**config.mk**
```make
export PLATFORM = sky130hd
export DESIGN_NAME = wb_queue
export DESIGN_NICKNAME = d
export VERILOG_FILES = /design/src/rtl/wb_queue.sv
export SDC_FILE = /design/constraint.sdc
export NUM_CORES = 1
export LEC_CHECK = 0
export ABC_AREA = 1
export CAP_MARGIN = 20
export CORE_MARGIN = 3
export CORE_UTILIZATION = 40
export DETAILED_ROUTE_END_ITERATION = 10
export MAX_ROUTING_LAYER = met4
export PLACE_DENSITY = 0.66
export SYNTH_ARGS = -nofsm -noshare
export SYNTH_HDL_FRONTEND = slang
export SYNTH_SLANG_ARGS = --single-unit
export TNS_END_PERCENT = 100
```
**constraint.sdc**
```tcl
create_clock -name clk_in -period 2.4 [get_ports clk_in]
set_input_delay 0.48 -clock clk_in [delete_from_list [all_inputs] [get_ports clk_in]]
set_output_delay 0.48 -clock clk_in [all_outputs]
set_load 0.005 [all_outputs]
```
**src/rtl/wb_queue.sv**
```systemverilog
`default_nettype none
// ============================================================================
// Module   : wb_queue
// Purpose  : Writeback FIFO between the MEM stage and the regfile write port.
//            Optional youngest-match forwarding search under WB_FWD_EN.
// Revision : 1.0
// ============================================================================
module wb_queue #(
    parameter int DATA_W = 32,
    parameter int ADDR_W = 5,
    parameter int DEPTH  = 2
) (
    input  logic                       clk_in,
    input  logic                       rst_in,
    input  logic                       rdy_in,
    input  logic                       in_valid,
    output logic                       in_ready,
    input  logic                       in_we,
    input  logic [ADDR_W-1:0]          in_addr,
    input  logic [DATA_W-1:0]          in_data,
    output logic                       out_valid,
    input  logic                       out_ready,
    output logic                       out_we,
    output logic [ADDR_W-1:0]          out_addr,
    output logic [DATA_W-1:0]          out_data,
    output logic [$clog2(DEPTH+1)-1:0] count_out,
`ifdef WB_FWD_EN
    input  logic [ADDR_W-1:0]          fwd_addr,
    output logic                       fwd_hit,
    output logic [DATA_W-1:0]          fwd_data,
`endif
    output logic [31:0]                retire_cnt
);

    localparam int PTR_W = $clog2(DEPTH);
    localparam int CNT_W = $clog2(DEPTH+1);
    localparam logic [CNT_W-1:0] c_full = CNT_W'(DEPTH);

    logic [CNT_W-1:0]  count_q, count_d;
    logic [PTR_W-1:0]  head_q, head_d;
    logic [PTR_W-1:0]  tail_q, tail_d;
    logic [31:0]       retire_q, retire_d;
    logic [ADDR_W-1:0] addr_mem_q [DEPTH];
    logic [ADDR_W-1:0] addr_mem_d [DEPTH];
    logic [DATA_W-1:0] data_mem_q [DEPTH];
    logic [DATA_W-1:0] data_mem_d [DEPTH];

    logic w_push, w_store, w_pop, w_nonempty;

    assign w_nonempty = (count_q != '0);
    assign in_ready   = (count_q != c_full);
    assign out_valid  = w_nonempty;
    assign out_we     = w_nonempty;
    assign out_addr   = w_nonempty ? addr_mem_q[head_q] : '0;
    assign out_data   = w_nonempty ? data_mem_q[head_q] : '0;
    assign count_out  = count_q;
    assign retire_cnt = retire_q;

    // Writes to x0 or with we=0 are handshaken but never occupy a slot.
    assign w_push  = in_valid & in_ready & rdy_in;
    assign w_store = w_push & in_we & (in_addr != '0);
    assign w_pop   = w_nonempty & out_ready & rdy_in;

    always_comb begin
        count_d    = count_q;
        head_d     = head_q;
        tail_d     = tail_q;
        retire_d   = retire_q;
        addr_mem_d = addr_mem_q;
        data_mem_d = data_mem_q;
        if (w_store) begin
            addr_mem_d[tail_q] = in_addr;
            data_mem_d[tail_q] = in_data;
            tail_d             = tail_q + PTR_W'(1);
        end
        if (w_pop) begin
            head_d   = head_q + PTR_W'(1);
            retire_d = retire_q + 32'd1;
        end
        case ({w_store, w_pop})
            2'b10:   count_d = count_q + CNT_W'(1);
            2'b01:   count_d = count_q - CNT_W'(1);
            default: count_d = count_q;
        endcase
    end

    always_ff @(posedge clk_in) begin
        if (rst_in) begin
            count_q  <= '0;
            head_q   <= '0;
            tail_q   <= '0;
            retire_q <= '0;
            for (int i = 0; i < DEPTH; i++) begin
                addr_mem_q[i] <= '0;
                data_mem_q[i] <= '0;
            end
        end else begin
            count_q    <= count_d;
            head_q     <= head_d;
            tail_q     <= tail_d;
            retire_q   <= retire_d;
            addr_mem_q <= addr_mem_d;
            data_mem_q <= data_mem_d;
        end
    end

`ifdef WB_FWD_EN
    // Walk oldest to youngest so the last match seen is the youngest.
    always_comb begin
        logic [PTR_W-1:0] idx;
        fwd_hit  = 1'b0;
        fwd_data = '0;
        idx      = '0;
        for (int i = 0; i < DEPTH; i++) begin
            idx = head_q + PTR_W'(i);
            if ((CNT_W'(i) < count_q) && (fwd_addr != '0) &&
                (addr_mem_q[idx] == fwd_addr)) begin
                fwd_hit  = 1'b1;
                fwd_data = data_mem_q[idx];
            end
        end
    end
`endif

endmodule
`default_nettype wire

```
Yosys cells after proc, flatten, opt, wreduce, memory -nomap -nowiden
Index checks and enable logic that the tools add are counted.

Bits in registers: 110. Bits of input ports: 43. Output and inout bits: 74. Word-level logic and storage cells: 46.

Add/subtract/negate cells: 5. Magnitude comparators: 3. Equality and inequality tests: 3. Muxes and demuxes: 15. Bitwise logic cells: 8. Reductions and logical operators: 4.

Operators with widths (count): 2-to-1 mux 32 bit (5); bitwise mux 64 bit (1); adder 32 x 1 -> 32 bit, second input constant (1); demux 32 bit (select 1 bit) (1); 2-to-1 mux 5 bit (5); bitwise mux 10 bit (1); AND 1 bit (6); demux 5 bit (select 1 bit) (1); nonzero test 5 bit (1); >= comparator 2 bit, second input constant (2); NOT 1 -> 2 bit (2); one-hot mux 2 bit (2 select lines) (1); nonzero test 2 bit (2); adder 1 bit, second input constant (2); adder 2 x 1 -> 2 bit, second input constant (1); equality test 2 x 1 -> 1 bit, second input constant (1); equality test 2 bit, second input constant (1); less-than comparator 2 x 1 -> 1 bit, second input constant (1); != test 2 bit, second input constant (1); subtractor 2 x 1 -> 2 bit, second input constant (1); logical AND 1 bit (1).

Logic depth before layout (Yosys ltp)
Word-level depth: 7. Gate-level depth with buffers: 10. Gate-level depth less buffers: 9.

Worst setup path before layout
Ideal clock, no wire load.

Path type: input-to-reg. Start: in rdy_in. End: reg count_q[1] (netlist: count_out[1]). Setup time: 122 ps. Data arrival time: 1653 ps. Required time: 2278 ps. Slack: 625 ps. Cell stages on the path: 9. Path buffers: 2. Cell sequence: nand2_1 -> nor2_4 -> buf_4 -> buf_2 -> ha_1 -> a21oi_1 -> o21ai_0 -> o21ai_0 -> a21oi_1.

Elaborated cells on any way between the ends: 8. Classes of those cells: eq/ne: 2; mux: 1; bitwise: 4; reduce/logical: 1.

RTL lines: start: declaration (RTL line 15) `input logic rdy_in,`; AND 1 bit (*) (RTL line 62) `assign w_pop = w_nonempty & out_ready & rdy_in;`; named net w_pop (RTL line 48) `logic w_push, w_store, w_pop, w_nonempty;`; equality test 2 x 1 -> 1 bit or equality test 2 bit (tied branches) (RTL line 80) `case ({w_store, w_pop})`; one-hot mux 2 bit (2 select lines) or nonzero test 2 bit (tied branches); end signal: assignment (RTL line 98) `count_q <= count_d;`; end: declaration (RTL line 39) `logic [CNT_W-1:0] count_q, count_d;`.

The timed path passes the listed nets; every way through them passes the cells marked *. A chain may end at the register's enable or synchronous reset.

Worst setup path in the final report
Start: reg count_q[1] (netlist: count_out[1]). End: out out_data[6].

Cells in the longest elaborated chain, start to end: 2.

RTL lines: nonzero test 2 bit (RTL line 50) `assign w_nonempty = (count_q != '0);`; 2-to-1 mux 32 bit (RTL line 55) `assign out_data = w_nonempty ? data_mem_q[head_q] : '0;`; end: declaration (RTL line 25) `output logic [DATA_W-1:0] out_data,`.

No other way between the ends.

==> results.ini <==
[sta]
rsz0062_at_grt = no
fmax_mhz = 432
worst_slack_ns = 0.0876
finClkSkew_ns = 0.00565
setup_viol = 0
tightest_slew_ns = 0.719
setup_tns_ns = 0
hold_viol_final = 0
fin_crit_sh_pct = 96.4
max_slew_margin_pct = 52.0
period_minus_slack_ns = 2.31
slew_violations = 0

[critical_path]
critical_path_buf_inv_count = 3
cpPeakStageDelay_ns = 0.53
crit_fanout = 10
cp_slowest_cell = clkdlybuf4s50_1
critPathArrivalTime_ns = 1.83
end_kind = output pin
critPathTopFamily = buffers and inverters
crit_required_ns = 1.92
crit_path_cell_trace = nor2_2 > inv_4 > buf_12 > o21ai_0 > a21oi_1 > clkdlybuf4s50_1
worstSetupPathType = register to output pin
startpoint_type = register
r2r_setup_slack_ns = 0.64

[clock_network]
clkLatencyLatePin_ns = 0.35
clk_pin_slew_ns = 0.07
clock_sinks = 110
h-tree-depth = 3
numCtsBuffers = 9
cts_root_buf = clkbuf_16
cts_tree = done
clockBufferDepth = 2

[global_routing]
use_met1_pct = 24.8
antenna_found_initial = 0
gr-usage-met2_pct = 33.8
grt_pass1_wl_mm = 22.9
grt_use_total_pct = 20.3
top_usage_layer = met2
grtUsageMet3_pct = 5.29
grt_pass1_vias = 4805
gr-total-overflow = 0
grt_max_degree = 61

[flow_run]
maxCapViolCount = 0

[yosys]
synth_area_leaders = dfxtp_1, nor2_1, a21oi_1, o21ai_0, inv_1
netlist.top_cell.by_area = dfxtp_1
syn_area_um2 = 4980
syn_avg_cell_area_um2 = 7.01
yosysSeqAreaShare_pct = 44.2
yosys_warnings = 0
synth_top_area_share_pct = 44.2
synth_cell_type_count = 27
synth.net_count = 756
ys_ff_latch = 110
syn_inst = 711

[placed_design]
place_inst = 964
placed_area_um2 = 6270
place_hpwl_mm = 8.94
io_buffers = 116
pre_cts_slack_ns = 0.0726
gp_congestion = 0.846

[pwr]
fin_total_pwr_mw = 3.95
peakVddDrop_uv = 378
p_per_area_nw_per_um2 = 586
p_leak_nw = 2.75

[floorplanning]
dieArea_um2 = 13800
fp.dieH_um = 118
die_w_um = 118
rows = 40
initial_utilization_pct = 41.1
io_pins = 117
fp.coreArea_um2 = 12100

[cells_and_area]
drive_above_1_share_pct = 6.83
stdcell_count = 988
final_area_um2 = 6750
multiInputGateArea_um2 = 2250
regArea_um2 = 2210
diodes = 0
area_growth_pct = 35.4
nets = 860
fill_cells = 1168

[route]
wl_per_cell_um = 14.4
detail_route.first_pass.iterations = 5
routed-via-count = 4937
drt-total-wl_mm = 14.2
routed_via_density = 5.00
detail-route-antenna-nets = 0
drc = 0
drtIter0Drc = 418

[outcome]
status = finished clean

[worst_hold_path]
hold_path.class = register to register

sequential cells by signal, indices dropped and copies added (netlist names):
register	cells
data_mem_q	64
retire_cnt	32
addr_mem_q	10
count_out	2
head_q	1
tail_q	1
what timing repair did:
item | 4_1_cts | 5_1_grt
buffers inserted | 0 | 4
resized for setup | 11 | 16
endpoints found under the hold margin | 0 | 0
pin swaps | 0 | 0
cloned | 1 | 3
hold buffers | 0 | 0
setup endpoints to repair | 25 | 29
logic make-up (layout without fill, tap and decap cells):
family / count (synthesis) / count (layout) / synth area share (%)
buffers and inverters: 121 / 230 / 10.7
AO/OA/AOI/OAI: 223 / 223 / 22.6
adder cells (fa/ha/maj): 2 / 2 / 0.502
XOR/XNOR: 2 / 2 / 0.352
AND/OR/NAND/NOR: 253 / 253 / 21.7
flip-flops: 110 / 110 / 44.2
area by class of cell:
| cell class | count | share of cell area [%] |
|---|---|---|
| Multi-Input combinational cell | 480 | 33.4 |
| Sequential cell | 110 | 32.7 |
| Timing Repair Buffer | 136 | 21.7 |
| Inverter | 78 | 4.38 |
| Clock buffer | 13 | 3.71 |
| Tap cell | 168 | 3.12 |
| Clock inverter | 3 | 1.00 |
cells in the final DEF (no fill, tap or decap), drive strengths merged, types with 10 or more instances in the layout:
| cell | synthesis | routed |
|---|---|---|
| nand2 | 73 | 73 |
| inv | 78 | 78 |
| nor2 | 139 | 139 |
| nand4 | 11 | 11 |
| dlygate4sd2 | 0 | 10 |
| dfxtp | 110 | 110 |
| nand3 | 26 | 26 |
| clkbuf | 23 | 16 |
| buf | 20 | 17 |
| a21oi | 96 | 96 |
| o21ai | 126 | 126 |
| clkdlybuf4s50 | 0 | 95 |
| dlymetal6s2s | 0 | 11 |
power by group:
group | internal, mW | total [mW] | leakage [nW] | switching, mW
Sequential | 1.87 | 1.90 | 0.892 | 0.0247
Combinational | 0.227 | 0.452 | 1.70 | 0.225
Clock | 0.946 | 1.61 | 0.150 | 0.660
metal layers:
metal | share of wire [%] | vias up | wire length (um)
met1 | 46 | 2284 | 6470
met3 | 5.2 | 6 | 739
met2 | 49 | 127 | 6890
li1 | - | 2520 | -
met4 | 0.59 | 0 | 84
met5 | 0 | - | 0
synthesized netlist by cell type:
library cell  number
a21oi_1           94
a21oi_2            2
a31oi_1            1
and2_1             1
buf_1              1
buf_2              9
buf_4              3
buf_6              7
clkbuf_1          20
clkbuf_2           3
dfxtp_1          110
ha_1               2
inv_1             77
inv_2              1
nand2_1           70
nand2_2            3
nand3_1           24
nand3_2            2
nand3b_1           1
nand4_1           11
nor2_1           130
nor2_2             5
nor2_4             4
nor3_1             2
o21ai_0           92
o21ai_1           34
xor2_1             2
per-stage QoR:
step | utilization (%) | hold WS (ns)
floorplan | - | 0.429
global placement | 51.8 | 0.436
detailed placement | 51.8 | 0.444
CTS | 54.6 | 0.454
global route | 55.7 | 0.475
finish | 55.7 | 0.451
path summary, 6_finish.rpt:
kind                                                  start                           to  depth (start not counted)
worst max-delay path              count_out[1]$_SDFFE_PP0P_                  out_data[6]                          6
worst min-delay path            data_mem_q[11]$_SDFFE_PP0P_  data_mem_q[11]$_SDFFE_PP0P_                          2
worst max register to register    count_out[0]$_SDFFE_PP0P_   addr_mem_q[5]$_SDFFE_PP0P_                          8
worst min register to register  data_mem_q[11]$_SDFFE_PP0P_  data_mem_q[11]$_SDFFE_PP0P_                          2
worst min-delay path, cell delays in order, from the launching register on:
cell and delay, ns:
dfxtp_1 0.30, inv_1 0.06, a21oi_1 0.05
Power figures use the tool's default switching activity.
